[src/rtl/async_stage_pkg.sv]
// Shared types and helpers for the async crossing stage: arbiter state,
// round-robin search and tag extraction for read-side consumers.
package async_stage_pkg;

   typedef enum logic {
      IDLE  = 1'b0,
      BURST = 1'b1
   } arb_state_e;

   localparam int MAX_NREQ  = 16;
   localparam int MAX_IDW   = 4;
   localparam int POSW      = MAX_IDW + 1;
   localparam int MAX_WDATA = 128;

   typedef struct packed {
      logic               found;
      logic [MAX_IDW-1:0] idx;
   } rr_pick_t;

   // First set bit at or above ptr, wrapping at nreq; ptr is assumed < nreq.
   function automatic rr_pick_t rr_pick(input logic [MAX_NREQ-1:0] valid,
                                        input logic [MAX_IDW-1:0]  ptr,
                                        input int                  nreq);
      rr_pick_t       res;
      logic [POSW-1:0] pos;
      res = '0;
      for (int k = 0; k < MAX_NREQ; k++) begin
         pos = {1'b0, ptr} + POSW'(k);
         if (pos >= POSW'(nreq)) pos = pos - POSW'(nreq);
         if (k < nreq && !res.found && valid[pos[MAX_IDW-1:0]]) begin
            res.found = 1'b1;
            res.idx   = pos[MAX_IDW-1:0];
         end
      end
      return res;
   endfunction

   function automatic logic [MAX_IDW-1:0] tag_of(input logic [MAX_WDATA-1:0] wdata,
                                                 input int                   dwid,
                                                 input int                   idw);
      logic [MAX_WDATA-1:0] sh;
      logic [MAX_IDW-1:0]   mask;
      sh   = wdata >> dwid;
      mask = '0;
      for (int b = 0; b < MAX_IDW; b++) begin
         if (b < idw) mask[b] = 1'b1;
      end
      return sh[MAX_IDW-1:0] & mask;
   endfunction

endpackage

[src/rtl/async_stage_wr_arb_rr_picker.sv]
// Combinational round-robin search: first valid requester from ptr upward,
// wrapping at NREQ-1.
module rr_picker
   import async_stage_pkg::*;
#(
   parameter int NREQ = 4,
   parameter int IDW  = $clog2(NREQ)
) (
   input  logic [NREQ-1:0] valid,
   input  logic [IDW-1:0]  ptr,
   output logic [IDW-1:0]  idx,
   output logic            found
);

   rr_pick_t pick;

   always_comb begin
      pick = rr_pick(MAX_NREQ'(valid), MAX_IDW'(ptr), NREQ);
   end

   assign idx   = IDW'(pick.idx);
   assign found = pick.found;

endmodule

[src/rtl/async_stage_wr_arb.sv]
// Round-robin write-side arbiter sharing one crossing stage's write port;
// each beat is tagged with its requester index.
//
// state | meaning
// IDLE  | no grant held; candidate is round-robin pick from rr_ptr
// BURST | owner holds the grant until last beat or MAXBURST cap
module async_stage_wr_arb
   import async_stage_pkg::*;
#(
   parameter int NREQ     = 4,
   parameter int DWID     = 32,
   parameter int MAXBURST = 8,
   parameter int IDW      = $clog2(NREQ)
) (
   input  logic                 clk,
   input  logic                 rst,
   input  logic [NREQ-1:0]      req_valid,
   input  logic [NREQ-1:0]      req_last,
   input  logic [NREQ*DWID-1:0] req_data,
   output logic [NREQ-1:0]      req_ready,
   output logic                 stage_writex,
   output logic [DWID+IDW-1:0]  stage_wdata,
   input  logic                 stage_wfull,
   output logic [IDW-1:0]       grant_id,
   output logic                 busy
);

   localparam int             CW      = $clog2(MAXBURST + 1);
   localparam logic [IDW-1:0] LAST_ID = IDW'(NREQ - 1);
   localparam logic [CW-1:0]  CAP     = CW'(MAXBURST);

   arb_state_e      state, state_nxt;
   logic [IDW-1:0]  rr_ptr, rr_ptr_nxt;
   logic [IDW-1:0]  owner, owner_nxt;
   logic [CW-1:0]   beat_cnt, beat_cnt_nxt;
   logic [IDW-1:0]  pick_idx;
   logic            pick_found;
   logic [IDW-1:0]  cand;
   logic            cand_ok;
   logic            accept;
   logic            burst_end;
   logic [DWID-1:0] data_arr [NREQ];

   for (genvar g = 0; g < NREQ; g++) begin : g_unpack
      assign data_arr[g] = req_data[g*DWID +: DWID];
   end

   rr_picker #(
      .NREQ (NREQ),
      .IDW  (IDW)
   ) u_picker (
      .valid (req_valid),
      .ptr   (rr_ptr),
      .idx   (pick_idx),
      .found (pick_found)
   );

   always_comb begin
      cand    = pick_idx;
      cand_ok = pick_found;
      if (state == BURST) begin
         cand    = owner;
         cand_ok = 1'b1;
      end
   end

   assign accept    = cand_ok && req_valid[cand] && !stage_wfull && !rst;
   assign burst_end = req_last[cand] || (beat_cnt + CW'(1) == CAP);

   always_ff @(posedge clk) begin
      if (rst) begin
         state    <= IDLE;
         rr_ptr   <= '0;
         owner    <= '0;
         beat_cnt <= '0;
      end else begin
         state    <= state_nxt;
         rr_ptr   <= rr_ptr_nxt;
         owner    <= owner_nxt;
         beat_cnt <= beat_cnt_nxt;
      end
   end

   always_comb begin
      state_nxt    = state;
      rr_ptr_nxt   = rr_ptr;
      owner_nxt    = owner;
      beat_cnt_nxt = beat_cnt;
      if (accept) begin
         if (burst_end) begin
            state_nxt    = IDLE;
            rr_ptr_nxt   = (cand == LAST_ID) ? '0 : cand + IDW'(1);
            beat_cnt_nxt = '0;
         end else begin
            state_nxt    = BURST;
            owner_nxt    = cand;
            beat_cnt_nxt = beat_cnt + CW'(1);
         end
      end
   end

   // Reset forces every handshake output low so no beat is lost mid-reset.
   always_comb begin
      req_ready    = '0;
      stage_writex = 1'b0;
      busy         = 1'b0;
      grant_id     = '0;
      stage_wdata  = {cand, data_arr[cand]};
      if (!rst) begin
         grant_id     = cand;
         busy         = (state == BURST);
         stage_writex = accept;
         if (cand_ok && !stage_wfull) req_ready[cand] = 1'b1;
      end
   end

endmodule

[config.mk]
export PLATFORM = sky130hd
export DESIGN_NAME = async_stage_wr_arb
export DESIGN_NICKNAME = d
export VERILOG_FILES = /design/src/rtl/async_stage_pkg.sv /design/src/rtl/async_stage_wr_arb_rr_picker.sv /design/src/rtl/async_stage_wr_arb.sv
export SDC_FILE = /design/constraint.sdc
export NUM_CORES = 1
export LEC_CHECK = 0
export ABC_AREA = 1
export BUFFER_PORTS_ARGS = -buffer_cell sky130_fd_sc_hd__buf_2
export CORE_MARGIN = 4
export CORE_UTILIZATION = 37
export DETAILED_ROUTE_END_ITERATION = 10
export GPL_TIMING_DRIVEN = 0
export PLACE_DENSITY = 0.82
export SYNTH_ARGS = -nofsm -noshare
export SYNTH_HDL_FRONTEND = slang
export SYNTH_SLANG_ARGS = --single-unit
[constraint.sdc]
create_clock -name clk -period 3.1 [get_ports clk]
set_input_delay 0 -clock clk [delete_from_list [all_inputs] [get_ports clk]]
set_output_delay 0 -clock clk [all_outputs]
set_load 0.02 [all_outputs]
==> results.py <==
metrics = {
    "drt": {
        "met2WireLength_mm": 3.98,
        "wl_per_cell_microns": 13.8,
        "met1_length_mm": 3.44,
        "drt-total-wl_mm": 8.21,
        "postRouteAntennaNets": 0,
        "routed.top_layer": "met4",
        "met3_length_microns": 627,
        "vias": 3031,
        "via_per_inst": 5.08,
        "drc": 0,
        "drt_iter0_drc": 107,
        "dr.pass1.iters": 4,
    },
    "timing": {
        "max_freq_mhz": 344,
        "worstMarginPinSlew_ps": 399,
        "min_period_ps": 2910,
        "slew_violations": 0,
        "finalSetupViolations": 0,
        "hold_viol": 0,
        "fin_crit_sh_pct": 93.9,
        "clock_skew_ps": 1.34,
        "setup_tns_ps": 0,
        "relSlewSlack_pct": 73.4,
        "hold_slack_ps": 37.4,
    },
    "global_route": {
        "grt_max_degree": 13,
        "grt_overflow": 0,
        "antenna_found_initial": 0,
        "grt_pass1_vias": 2826,
        "grt_pass1_wl_mm": 12.8,
        "grt_use_total_pct": 24.8,
    },
    "layout": {
        "final_common_cell": "buf_2",
        "areaGrowthSynthToFinish_pct": 56.5,
        "fin_cells": 597,
        "n_antenna_cell": 0,
        "mostFrequentLayoutCells": "buf_2 (183), nor2_1 (90), o21ai_0 (64), nand2_1 (38), o22ai_1 (32)",
        "drive_gt1_share_pct": 42.6,
        "fin_nets": 679,
        "utilization_pct": 60.9,
    },
    "setup_path": {
        "cp-end-kind": "output pin",
        "cp_max_fo": 20,
        "critPathArrivalTime_ps": 2910,
        "required_ps": 3100,
        "start_kind": "flip-flop",
        "critPathKind": "flip-flop to output pin",
    },
    "worst_hold_path": {
        "min_path_type": "primary input to flip-flop",
    },
    "place": {
        "numPortBuffers": 180,
        "dp_cells": 594,
        "dp_hpwl_mm": 6.70,
        "routabilityCongestion": 1.01,
    },
    "yosys": {
        "syn_nets": 495,
        "synth_cell_type_count": 25,
        "syn_area_sq_mm": 0.00187,
        "syn_avg_cell_area_sq_um": 5.40,
        "ys.flop_type": "dfxtp_1",
        "syn_inst": 347,
        "synthArstFlopShare_pct": 0,
        "synth_edf_count": 0,
        "yosysSeqAreaShare_pct": 9.61,
        "ys_warn_count": 0,
        "ys_ff_latch": 9,
    },
    "clock_tree": {
        "cts_tree": "yes",
        "path_clk_slew_ps": 50,
        "cts-root-buf": "clkbuf_8",
        "ctsHoldBuffers": 0,
        "worstSkewPairLatency_ps": 240,
        "cts_sinks": 9,
        "cts_max_level": 1,
        "cts_inserted_buffers": 3,
        "clk_path_buf_depth": 2,
    },
    "floorplan": {
        "fp.dieW_microns": 79.2,
        "coreArea_sq_mm": 0.00482,
        "initial_core_util_pct": 38.9,
        "fp-row-count": 25,
        "die_y_microns": 79.2,
        "io_pins": 181,
        "fp.dieArea_sq_mm": 0.00627,
    },
    "run_status": {
        "outcome": "complete, no violations",
    },
    "job": {
        "maxCapViolCount": 0,
    },
}
[cell families (layout without fill, tap and decap cells)]
| family | Yosys count | count (layout) | synth area share [%] |
|---|---|---|---|
| buffers and inverters | 50 | 233 | 11.0 |
| adder cells (fa/ha/maj) | 9 | 9 | 6.01 |
| XOR/XNOR | 2 | 2 | 0.935 |
| flip-flops | 9 | 9 | 9.61 |
| AND/OR/NAND/NOR | 175 | 175 | 42.2 |
| AO/OA/AOI/OAI | 102 | 102 | 30.2 |
[cells in the mapped netlist, types with 2 or more instances]
cell type  number  share of area [%]
nor2_1         90                 18
nand2_2         9                3.0
inv_2           2               0.40
o22ai_1        32                 11
nand3_2         5                2.7
nor2_2          5                1.7
a21oi_1         3               0.80
nand4_1         3                1.0
nand3_1        22                5.9
buf_2           6                1.6
ha_1            9                6.0
o21ai_0        64                 17
buf_4           3                1.2
inv_1          27                5.4
dfxtp_1         9                9.6
xnor2_1         2               0.93
nand2_1        38                7.6
clkbuf_1       11                2.2
[sequential cells by signal, indices dropped and copies added (netlist names)]
register and count:
beat_cnt 4, rr_ptr 2, owner 2, state 1
[worst paths after layout]
check / cells past startpoint / slack [ps] / start / to
setup / recovery: 15 / 190 / rr_ptr[0] / stage_wdata[26]
hold / removal: 2 / 40 / rst / beat_cnt[3]
setup reg to reg: 18 / 290 / rr_ptr[1] / rr_ptr[1]
hold reg to reg: 2 / 470 / beat_cnt[3] / beat_cnt[3]
[repair_timing]
| item | CTS | global route |
|---|---|---|
| pin swaps | 0 | 0 |
| resized for setup | 5 | 11 |
| endpoints found under the setup margin | 36 | 37 |
| setup buffers | 0 | 0 |
[critical path, cell delays in order (launching register included)]
cell      delay (ps)
dfxtp_4          370
inv_2            170
ha_4             250
inv_1             70
nand3_1          100
nand3_2          160
nand2_1           80
nor2_2           100
nand3_1           80
nand2_1          120
nor2_2            80
nor2_8           250
clkbuf_1         340
o21ai_0          160
o22ai_1          140
buf_2            200
[per-stage QoR]
stage	worst slack (ps)	instance area [sq um]
2_1_floorplan	408	1870
3_3_place_gp	89.4	2860
3_5_place_dp	-1.29	2860
4_1_cts	41.6	2910
5_1_grt	-4.40	2930
6_report	190	2930
[routing by layer]
metal	vias up	track usage (%)
li1	1538	-
met1	1346	30.4
met2	129	45.0
met3	18	4.08
met4	0	5.67
met5	-	0
[area by class of cell]
cell class / count / area, sq um
Fill cell: 507 / 1880
Sequential cell: 9 / 185
Timing Repair Buffer: 180 / 901
Tap cell: 67 / 83.8
Clock buffer: 4 / 45.0
Buffer: 20 / 110
Inverter: 29 / 109
Multi-Input combinational cell: 288 / 1500
Power is left out: the tool's default activity adds up to more than one toggle a clock period on the data nets, which glitch-free logic cannot reach.
